==> src/rtl/mat_pkg.sv <==
// Shared definitions for the matrix unit: widths, word addressing and write FSM states.
package mat_pkg;

    localparam int DIM_WIDTH  = 3;
    localparam int DATA_WIDTH = 8;
    localparam int MAX_DIM    = 7;
    localparam int ADDR_WIDTH = 2 * DIM_WIDTH + 1;

    typedef enum logic {
        W_IDLE = 1'b0,
        W_LOAD = 1'b1
    } wstate_t;

    function automatic logic [ADDR_WIDTH-1:0] mat_addr(
        input logic                 slot,
        input logic [DIM_WIDTH-1:0] row,
        input logic [DIM_WIDTH-1:0] col
    );
        return {slot, row, col};
    endfunction

endpackage

==> src/rtl/mat_storage_ram.sv <==
// Simple dual-port word store: synchronous write, registered read, contents never reset.
module mat_storage_ram #(
    parameter int ADDR_WIDTH = 7,
    parameter int DATA_WIDTH = 8
) (
    input  logic                  clk,
    input  logic                  we,
    input  logic [ADDR_WIDTH-1:0] waddr,
    input  logic [DATA_WIDTH-1:0] wdata,
    input  logic                  re,
    input  logic [ADDR_WIDTH-1:0] raddr,
    output logic [DATA_WIDTH-1:0] rdata
);

    logic [DATA_WIDTH-1:0] mem [2**ADDR_WIDTH];

    always_ff @(posedge clk) begin
        if (we) begin
            mem[waddr] <= wdata;
        end
        if (re) begin
            rdata <= mem[raddr];
        end
    end

endmodule

==> src/rtl/mat_storage.sv <==
// Two-slot matrix store: row-major load stream in, one-element-per-request read responder out.
module mat_storage import mat_pkg::*; #(
    parameter int DIM_WIDTH  = 3,
    parameter int DATA_WIDTH = 8
) (
    input  logic                  clk,
    input  logic                  rst,
    input  logic                  wr_start,
    input  logic                  wr_slot,
    input  logic [DIM_WIDTH-1:0]  wr_m,
    input  logic [DIM_WIDTH-1:0]  wr_n,
    input  logic                  wr_valid,
    input  logic [DATA_WIDTH-1:0] wr_elem,
    input  logic                  wr_abort,
    output logic                  wr_ready,
    output logic                  wr_done,
    output logic                  wr_error,
    input  logic                  rd_en,
    input  logic                  rd_slot_idx,
    input  logic [DIM_WIDTH-1:0]  rd_row_idx,
    input  logic [DIM_WIDTH-1:0]  rd_col_idx,
    output logic [DATA_WIDTH-1:0] rd_elem,
    output logic                  rd_elem_valid,
    output logic                  rd_oob,
    output logic [1:0]            slot_valid,
    output logic [DIM_WIDTH-1:0]  slot0_m,
    output logic [DIM_WIDTH-1:0]  slot0_n,
    output logic [DIM_WIDTH-1:0]  slot1_m,
    output logic [DIM_WIDTH-1:0]  slot1_n
);

    localparam int AW = 2 * DIM_WIDTH + 1;

    wstate_t               state;
    logic                  load_slot;
    logic [DIM_WIDTH-1:0]  load_m;
    logic [DIM_WIDTH-1:0]  load_n;
    logic [DIM_WIDTH-1:0]  row_cnt;
    logic [DIM_WIDTH-1:0]  col_cnt;
    logic [DIM_WIDTH-1:0]  dim_m [2];
    logic [DIM_WIDTH-1:0]  dim_n [2];
    logic [1:0]            valid_q;
    logic                  ready_q;
    logic                  done_q;
    logic                  error_q;

    logic                  accept;
    logic                  last_col;
    logic                  last_row;

    logic                  rd_bad;
    logic                  rd_valid_q;
    logic                  rd_oob_q;
    logic                  rd_has_data;
    logic [DATA_WIDTH-1:0] ram_q;
    logic [AW-1:0]         waddr;
    logic [AW-1:0]         raddr;

    // Abort wins over a coincident element, so the element is never committed.
    assign accept   = (state == W_LOAD) && wr_valid && !wr_abort;
    assign last_col = (col_cnt == load_n - DIM_WIDTH'(1));
    assign last_row = (row_cnt == load_m - DIM_WIDTH'(1));
    assign waddr    = {load_slot, row_cnt, col_cnt};
    assign raddr    = {rd_slot_idx, rd_row_idx, rd_col_idx};

    always_ff @(posedge clk or posedge rst) begin
        if (rst) begin
            state     <= W_IDLE;
            load_slot <= 1'b0;
            load_m    <= '0;
            load_n    <= '0;
            row_cnt   <= '0;
            col_cnt   <= '0;
            dim_m[0]  <= '0;
            dim_m[1]  <= '0;
            dim_n[0]  <= '0;
            dim_n[1]  <= '0;
            valid_q   <= '0;
            ready_q   <= 1'b0;
            done_q    <= 1'b0;
            error_q   <= 1'b0;
        end else begin
            done_q  <= 1'b0;
            error_q <= 1'b0;
            case (state)
                W_IDLE: begin
                    if (wr_start) begin
                        if ((wr_m != '0) && (wr_n != '0)) begin
                            load_slot        <= wr_slot;
                            load_m           <= wr_m;
                            load_n           <= wr_n;
                            row_cnt          <= '0;
                            col_cnt          <= '0;
                            valid_q[wr_slot] <= 1'b0;
                            ready_q          <= 1'b1;
                            state            <= W_LOAD;
                        end else begin
                            error_q <= 1'b1;
                        end
                    end
                end
                W_LOAD: begin
                    if (wr_abort) begin
                        ready_q <= 1'b0;
                        state   <= W_IDLE;
                    end else if (wr_valid) begin
                        if (last_col && last_row) begin
                            valid_q[load_slot] <= 1'b1;
                            dim_m[load_slot]   <= load_m;
                            dim_n[load_slot]   <= load_n;
                            done_q             <= 1'b1;
                            ready_q            <= 1'b0;
                            state              <= W_IDLE;
                        end else if (last_col) begin
                            col_cnt <= '0;
                            row_cnt <= row_cnt + DIM_WIDTH'(1);
                        end else begin
                            col_cnt <= col_cnt + DIM_WIDTH'(1);
                        end
                    end
                end
                default: begin
                    ready_q <= 1'b0;
                    state   <= W_IDLE;
                end
            endcase
        end
    end

    // A slot under load is already invalid, so this check also blocks same-word read/write.
    assign rd_bad = !valid_q[rd_slot_idx]
                 || (rd_row_idx >= dim_m[rd_slot_idx])
                 || (rd_col_idx >= dim_n[rd_slot_idx]);

    always_ff @(posedge clk or posedge rst) begin
        if (rst) begin
            rd_valid_q  <= 1'b0;
            rd_oob_q    <= 1'b0;
            rd_has_data <= 1'b0;
        end else begin
            rd_valid_q <= rd_en;
            if (rd_en) begin
                rd_oob_q    <= rd_bad;
                rd_has_data <= 1'b1;
            end
        end
    end

    mat_storage_ram #(
        .ADDR_WIDTH (AW),
        .DATA_WIDTH (DATA_WIDTH)
    ) u_ram (
        .clk   (clk),
        .we    (accept),
        .waddr (waddr),
        .wdata (wr_elem),
        .re    (rd_en && !rd_bad),
        .raddr (raddr),
        .rdata (ram_q)
    );

    // RAM output is unreset; gating keeps rd_elem at 0 after reset and for rejected reads.
    assign rd_elem       = (rd_has_data && !rd_oob_q) ? ram_q : '0;
    assign rd_elem_valid = rd_valid_q;
    assign rd_oob        = rd_valid_q && rd_oob_q;

    assign wr_ready   = ready_q;
    assign wr_done    = done_q;
    assign wr_error   = error_q;
    assign slot_valid = valid_q;
    assign slot0_m    = dim_m[0];
    assign slot0_n    = dim_n[0];
    assign slot1_m    = dim_m[1];
    assign slot1_n    = dim_n[1];

endmodule

==> config.mk <==
export PLATFORM = sky130hd
export DESIGN_NAME = mat_storage
export DESIGN_NICKNAME = d
export VERILOG_FILES = /design/src/rtl/mat_pkg.sv /design/src/rtl/mat_storage_ram.sv /design/src/rtl/mat_storage.sv
export SDC_FILE = /design/constraint.sdc
export NUM_CORES = 1
export LEC_CHECK = 0
export ABC_AREA = 0
export CAP_MARGIN = 20
export CORE_ASPECT_RATIO = 2
export CORE_UTILIZATION = 44
export DETAILED_ROUTE_END_ITERATION = 6
export GPL_TIMING_DRIVEN = 0
export HOLD_SLACK_MARGIN = 0.15
export PLACE_DENSITY = 0.67
export SYNTH_ARGS = -nofsm -noshare
export SYNTH_HDL_FRONTEND = slang
export SYNTH_HIERARCHICAL = 1
export SYNTH_SLANG_ARGS = --single-unit
==> constraint.sdc <==
create_clock -name clk -period 3 [get_ports clk]
set_clock_uncertainty 0.15 [all_clocks]
set_input_delay 0.6 -clock clk [delete_from_list [all_inputs] [get_ports clk]]
set_output_delay 0.6 -clock clk [all_outputs]
set_load 0.02 [all_outputs]
==> qor.txt <==
Run status -> complete, but fails checks
Violated checks -> negative setup slack
# DRC -> 0
Worst min path class -> primary input to flip-flop
Final setup violation count -> 28
Sequential fraction of design power -> 0.537
Pre-CTS setup slack -> -2.11 ns
Gpl congestion -> 0.878
Sw power -> 0.00679 W
Peak supply drop -> 0.000751 V
Register area share after synthesis -> 0.765
CP arrival -> 3.18 ns
Adder-Cell Fraction of Synth Area -> 0.00301
Mux share of post-synthesis cell area -> 0.190
Syn Std Cell Area -> 41600 sq um
Synth area leader -> edfxtp_1
Worst-path clk slew -> 0.07 ns
Nets@finish -> 2020
R2R Path Start -> row_cnt[0]$_DFFE_PP0P_
All-Layer GR Usage -> 0.233
Initial antenna violation count -> 5
IO Pins -> 55
Leakage -> 15.2 nW
XOR/XNOR Fraction of Synth Area -> 0.00204
Router iterations before antenna repair -> 5
Switching Fraction -> 0.220
Root Driver -> clkbuf_16
Post-synth EDFFs -> 1032
Max-slew violation count -> 0
CP startpoint kind -> flip-flop
Via count -> 19700
Port Buffers -> 53
Clock Latency Late Sink -> 0.67 ns
Share of the synthesized area in the top cell type -> 0.745
Final non-filler cell area -> 48600 sq um
Synth Area in Compound Gates -> 0.00370
DR WL/cell -> 33.4 microns
Area post-placement -> 44400 sq um
Final HPWL DP -> 74600 microns
Crit path required time -> 3.13 ns
Die Wd -> 219 microns
Worst hold path cell count -> 1
Worst-Margin Slew -> 1.29 ns
Leading cell type by number of instances after synthesis -> edfxtp_1
Hold Crit Start -> wr_elem[6]
RR Endpoint -> u_ram/mem[72][1]$_DFFE_PP_
Combinational share of power -> 0.081
DRT iter0 DRCs -> 1897
CTS tree -> built
R2R Setup Slk -> -0.05 ns
Clock network fraction of total power -> 0.382
Layout area overhead -> 16.7%
Filler cells -> 6968
Synth Flop Type -> edfxtp_1
FMAX -> 328 MHz
Fin. Hold Viols -> 0
Ys async rst share -> 0.0319
RSZ-0062 raised after global routing -> true
Core box area -> 93700 sq um
CTS Buf Count -> 81
Max-cap violations -> 0
Tmin final -> 3.05 ns
H-tree depth -> 3
Int Power -> 0.0241 W
Largest net degree at the start of global routing -> 92
Initial Utilization -> 0.444
Seq cells post-synth -> 1066
Simple-gate area share of the yosys netlist -> 0.0244
Cell variety after synth -> 46
Largest cells by area after synthesis -> edfxtp_1, mux4_2, dfrtp_1
Number of antenna-violating nets in the routed design -> 0
Chip Height -> 437 microns
Drt total wl -> 108000 microns
Hold Crit Endpoint -> u_ram/mem[95][6]$_DFFE_PP_
Drt via density -> 6.05
P per Cell Area -> 635 nW/um^2
CP Class -> flip-flop to flip-flop
Synth Instances -> 1802
Syn Nets -> 1840
First-pass GRT wire length -> 153000 microns
YS warnings -> 6
R2R depth -> 3
Crit-path max FO -> 12
GR Overflow Total -> 0
Endpoint type of the worst setup path -> flip-flop
Ratio of cells with drive above 1 in the final layout -> 0.361
Pwr Total -> 0.0308 W
Die ar. -> 95900 sq um
Largest family of logic cells by synthesized area -> multiplexers
Worst setup margin -> -0.0528 ns
Num rows -> 159
Clock Tree Buf Depth -> 3
Crit share post-route -> 1.02
Slew margin rel. -> 0.140
Most frequent cells after synthesis -> edfxtp_1, mux4_2, nor2_1
Post-Syn Area per Cell -> 23.1 sq um
CTS Sinks -> 1066
Vias in the first global route -> 20800
==> worst max-delay path: stages, from the launching register on <==
cell     delay (ns)
dfrtp_1        0.66
nor2b_1        0.47
nand3_1        0.42
nor2_1         0.96
==> sequential cells by signal (all words and copies together) (netlist names), 2 cells and up <==
register	flops
slot1_m	3
slot0_n	3
load_m	3
row_cnt	3
slot0_m	3
slot_valid	2
load_n	3
u_ram/rdata	8
u_ram/mem	1024
slot1_n	3
col_cnt	3
==> cells in the final DEF (no fill, tap or decap), types with 9 or more instances in the layout <==
cell and n:
edfxtp_1 1032, nor2_4 61, buf_2 10, nand2_1 31, clkbuf_8 9, clkbuf_2 14, ha_1 10, buf_16 18
bufinv_16 17, clkbuf_16 87, dfrtp_1 34, and2_1 10, nor3_1 9, buf_8 14, clkdlybuf4s50_1 36, clkinv_1 11
inv_1 9, buf_12 23, mux2_4 16, clkbuf_4 9, mux4_2 336, clkbuf_1 16, nor2_1 38, nor2_2 31
clkinv_2 10, buf_4 30
==> power by group through the flow <==
stage                     clock network [W]  logic, W  registers, W
final                                0.0118   0.00250        0.0166
after global routing                 0.0124   0.00258        0.0166
after CTS                            0.0119   0.00247        0.0166
after detailed placement                  0   0.00227        0.0169
after global placement                    0   0.00217        0.0170
after floorplan                           0   0.00124        0.0169
==> per-stage QoR <==
step | std cells | util | hold WS [ns] | setup TNS [ns]
2_1_floorplan | 1802 | - | 0.281 | -0.716
3_3_place_gp | 3062 | 0.470 | 0.298 | -3758.17
3_5_place_dp | 3084 | 0.474 | 0.307 | -1171.32
4_1_cts | 3250 | 0.517 | 0.233 | -0.0517
5_1_grt | 3251 | 0.518 | 0.260 | -1.69
6_report | 3251 | 0.518 | 0.261 | -0.563
==> layout make-up <==
class / instances / area [sq um] / area share
Clock buffer: 94 / 2160 / 0.0445
Tap cell: 1207 / 1510 / 0.0311
Buffer: 90 / 1060 / 0.0218
Multi-Input combinational cell: 633 / 9960 / 0.205
Timing Repair Buffer: 100 / 1290 / 0.0266
Antenna cell: 1 / 2.50 / 0.0000515
Clock inverter: 50 / 701 / 0.0144
Sequential cell: 1066 / 31800 / 0.656
Inverter: 10 / 37.5 / 0.000773
==> routing by layer <==
metal  GRT usage  wire length, microns  vias up
met5           0                     0        -
met4       0.156                  8520        0
met3      0.0324                  5860      250
met2       0.431                 60800      847
met1       0.238                 33400    10600
li1            -                     -     7956
==> kinds of logic after synthesis <==
logic type / count (synthesis)
and+or+nand+nor: 228
adders and majority gates: 10
DFF: 1066
AOI/OAI and AO/OA: 23
buffers and inverters: 103
muxes: 364
xor gates and xnor gates: 8
==> how the worst max path moves through the flow <==
| stage | slack, ns | endpoint | start | cells after the start |
|---|---|---|---|---|
| detailed placement | -2.11 | u_ram/rdata[1]$_DFFE_PP_ | rd_col_idx[2] | 7 |
| global route | -0.08 | u_ram/mem[73][2]$_DFFE_PP_ | row_cnt[0]$_DFFE_PP0P_ | 3 |
| CTS | -0.03 | u_ram/rdata[3]$_DFFE_PP_ | rd_col_idx[0] | 9 |
| finish | -0.05 | u_ram/mem[72][1]$_DFFE_PP_ | row_cnt[0]$_DFFE_PP0P_ | 3 |
| floorplan | -0.09 | u_ram/rdata[0]$_DFFE_PP_ | rd_col_idx[0] | 7 |
| global placement | -2.53 | u_ram/mem[50][0]$_DFFE_PP_ | wr_elem[0] | 1 |
==> timing repair <==
action / 4_1_cts / 5_1_grt
hold buffers: 1 / 0
resized for setup: 277 / 32
buffers inserted: 17 / 2
endpoints found under the hold margin: 10 / 0
setup endpoints to repair: 934 / 409
pin swaps: 1 / 1
gates cloned: 5 / 0
Note: power is estimated with default switching activity, not from simulation.
